## src/rtl/spi_counter.sv

```systemverilog
// rtl/spi_counter.sv - bit/clock-tick counter for the SPI block, wraps at MAX_COUNT with a tc pulse
module spi_counter #(
   parameter int WIDTH     = 8,
   parameter int MAX_COUNT = 255
) (
   input  logic             clk,
   input  logic             rst_n,
   input  logic             enable,
   input  logic             pause,
   output logic [WIDTH-1:0] count,
   output logic             tc,
   output logic             running
);

   localparam logic [WIDTH-1:0] MAX_Q = WIDTH'(MAX_COUNT);

   logic [WIDTH-1:0] count_q, count_d;
   logic             tc_q, tc_d;
   logic             running_q, running_d;

   always_comb begin
      count_d   = count_q;
      tc_d      = 1'b0;
      running_d = 1'b0;
      if (!enable) begin
         count_d = '0;
      end else if (!pause) begin
         running_d = 1'b1;
         if (count_q == MAX_Q) begin
            count_d = '0;
            tc_d    = 1'b1;
         end else if (count_q > MAX_Q) begin
            // Recover silently from a corrupted count: restart without framing a transfer.
            count_d = '0;
         end else begin
            count_d = count_q + 1'b1;
         end
      end
   end

   always_ff @(posedge clk or negedge rst_n) begin
      if (!rst_n) begin
         count_q   <= '0;
         tc_q      <= 1'b0;
         running_q <= 1'b0;
      end else begin
         count_q   <= count_d;
         tc_q      <= tc_d;
         running_q <= running_d;
      end
   end

   assign count   = count_q;
   assign tc      = tc_q;
   assign running = running_q;

endmodule

```

## config.mk

```make
export PLATFORM = sky130hd
export DESIGN_NAME = spi_counter
export DESIGN_NICKNAME = d
export VERILOG_FILES = /design/src/rtl/spi_counter.sv
export SDC_FILE = /design/constraint.sdc
export NUM_CORES = 1
export LEC_CHECK = 0
export ABC_AREA = 1
export BUFFER_PORTS_ARGS = -buffer_cell sky130_fd_sc_hd__buf_2
export CORE_MARGIN = 2
export CORE_UTILIZATION = 30
export DETAILED_ROUTE_END_ITERATION = 16
export PLACE_DENSITY = 0.51
export SYNTH_ARGS = -nofsm -noshare
export SYNTH_HDL_FRONTEND = slang
export SYNTH_SLANG_ARGS = --single-unit
```

## constraint.sdc

```tcl
create_clock -name clk -period 1.1 [get_ports clk]
set_input_delay 0.22 -clock clk [delete_from_list [all_inputs] [get_ports clk]]
set_output_delay 0.22 -clock clk [all_outputs]
set_load 0.05 [all_outputs]
```

==> reports/metrics.yaml <==
outcome:
  status: "complete, but fails checks"
  violations: "negative setup slack"
synth:
  yosysWarnings: 0
  synthesis.area_sq_um: 529
  synth.distinct_cells: 16
  synth_compound_area_share_pct: 8.04
  synth_mux_area_share_pct: 0
  synth_top_cell_by_area: "dfrtp_1"
  synthAdderAreaFrac_pct: 2.36
  seq_area_frac_synth_pct: 47.3
  synth.area.top_cells: "dfrtp_1 47%, nand2_1 18%, inv_1 6.4%"
  avgSynthCellArea_sq_um: 7.56
  synth_cells: 70
  synth_top_family_by_area: "simple AND/OR/NAND/NOR gates"
  yosysTopAreaCellShare_pct: 47.3
  ys_ff_latch: 10
  synthSimpleGateAreaFrac_pct: 31.9
  synth_xor_area_share_pct: 3.31
  syn_nets: 75
finish:
  layout.cells.non_filler: 110
  syn_to_final_growth_pct: 61.5
  insertedDiodeCount: 0
  fin_nets: 99
  drive_above_1_share_pct: 48.4
  postLayoutCoreUtil_pct: 50.6
  nFillCells: 171
  ff_latch_area_sq_um: 259
  multiInputGateArea_sq_um: 304
floorplanning:
  coreArea_sq_um: 1690
  die_area_sq_um: 2120
  die_w_microns: 46
  row_count: 15
  dieHeight_microns: 46
  io_pins: 14
  initial_core_util_pct: 31.3
pwr:
  power_frac_comb_pct: 15.2
  cellLeakagePower_nw: 0.401
  sw_frac_of_total_pct: 26.6
  power_frac_seq_pct: 44.6
  finalPower_uw: 863
  p_per_area_nw_per_um2: 1010
  p_clk_share_pct: 40.2
  peakVddDrop_mv: 0.621
  power_switching_uw: 230
  intPower_uw: 633
detailed_routing:
  via_per_inst: 4.58
  firstDrtPassIters: 2
  drt-total-wl_microns: 1220
  drtIter0Drc: 4
  drc_errors: 0
  wire_per_inst_microns: 11.1
  ant_nets: 0
  via_count: 504
clock_network:
  cts_num_sinks: 10
  cts_root_buffer: "clkbuf_4"
  cts_max_level: 1
  clk_latency_ps: 270
  clk_pin_slew_ps: 70
  clockBufferDepth: 2
  tritoncts: "done"
  cts_made_buffers: 3
global_route:
  gr-total-overflow: 0
  grt_pass1_wl_microns: 1990
  track_usage_pct: 14.5
  antenna_found_initial: 0
  grt_max_degree: 11
  grt_pass1_vias: 443
sta:
  tightest_slew_ps: 250
  rsz0062_at_grt: "yes"
  layout_setup_ws_ps: -102
  max_freq_ghz: 0.832
  finClkSkew_ps: 0.490
  period_share_pct: 109
  post-route-min-period_ps: 1200
  slew_violations: 0
  hold_violations: 0
  relSlewSlack_pct: 83.5
  setup_viol: 8
critical_path:
  r2r_slack_ps: -20
  r2r-start: "count[0]"
  critPathLaunch: "count[0]"
  critPathKind: "flip-flop to output port"
  path_depth: 2
  critPathCaptureType: "output port"
  crit_fanout: 5
  r2r-end: "count[5]"
  critPathRequiredTime_ps: 880
  cp_top_family: "flip-flops"
  slowest_stage: "dfrtp_2"
  crit_path_end: "count[0]"
  slowest_delay_ps: 430
  worst_r2r_path_depth: 8
  start_kind: "flip-flop"
  crit_chain: "buf_6, buf_8"
  cp.arrival_ps: 980
  cp_num_buf_inv: 2
placement:
  dp_cells: 102
  pre_cts_slack_ps: -20.1
  dp_hpwl_microns: 946
  place_congestion: 0.742
  place.port_buffers: 13
job:
  drv_cap: 0
hold_path:
  worstHoldPathType: "primary input to flip-flop"
  hold_start: "enable"
synth_stat cells:
master / instances
nand2_1: 25
o22ai_1: 1
nand3_1: 3
xor2_1: 1
dfrtp_1: 10
inv_2: 1
nor2_2: 1
nand2_2: 2
inv_1: 9
ha_1: 1
nand2_4: 1
o21bai_1: 1
nor2_1: 8
o21ai_0: 4
a22o_1: 1
xnor2_1: 1
per-layer routing:
metal,global-route usage (%),wire length (microns)
met3,3.97,51
met5,0,0
met4,13.7,52
met1,19.2,572
met2,18.3,540
metrics by stage:
stage	area, sq um	hold WS [ps]	TNS, ps
after detailed placement	661	98.8	-38.2
after global placement	661	97.6	-44.4
after CTS	811	187	-313
final	855	187	-272
after global routing	855	190	-727
after floorplan	559	-75.6	-1040
sequential cells by signal, summed over array words and instances (netlist names):
signal	count
count	8
running	1
tc	1
final cells by class:
| type | instances | area share [%] |
|---|---|---|
| tap | 17 | 2.49 |
| sequential | 10 | 30.3 |
| multi-input combinational | 50 | 35.6 |
| inverter | 10 | 4.39 |
| clock buffer | 4 | 4.25 |
| timing repair buffer | 19 | 23.0 |
placed cells by master, fill, tap and decap left out, drive strengths merged:
cell type	n
xnor2	1
o22ai	1
nand2	28
inv	10
clkbuf	4
nand3	3
dlygate4sd3	1
xor2	1
o21ai	4
dfrtp	10
o21bai	1
ha	1
nor2	9
buf	18
a22o	1
worst register-to-register path: stages (launching register included):
cell and delay (ps):
dfrtp_2 390, ha_4 150, nand2_4 60, nor2_4 90, nand2_2 80, nand2_4 100, inv_2 50, nand2_1 50
nand2_1 40
worst min-delay path by stage:
stage               endpoint  slack, ps  cells past startpoint
CTS                 count[6]        190                      3
finish              count[6]        190                      3
global placement          tc        100                      1
detailed placement        tc        100                      1
floorplan           count[0]        -80                      0
global route        count[6]        190                      3
what timing repair did:
| action | in CTS | in global routing |
|---|---|---|
| gates resized for setup | 24 | 14 |
| endpoints found under the setup margin | 13 | 16 |
| hold buffers | 1 | 0 |
| hold endpoints to repair | 10 | 0 |
| pin swaps | 1 | 10 |
| buffers inserted | 3 | 0 |
kinds of logic after synthesis:
kind of cell / count (synthesis)
xor gates and xnor gates: 2
adders and majority gates: 1
and+or+nand+nor: 40
DFF: 10
buffers and inverters: 10
AOI/OAI and AO/OA: 7
power by group through the flow:
stage | Combinational, mW | Clock [mW] | Sequential [mW]
6_report | 0.131 | 0.347 | 0.384
5_1_grt | 0.142 | 0.372 | 0.385
4_1_cts | 0.128 | 0.353 | 0.384
3_5_place_dp | 0.0975 | 0 | 0.392
3_3_place_gp | 0.100 | 0 | 0.391
2_1_floorplan | 0.0245 | 0 | 0.425
Power figures use the tool's default switching activity.
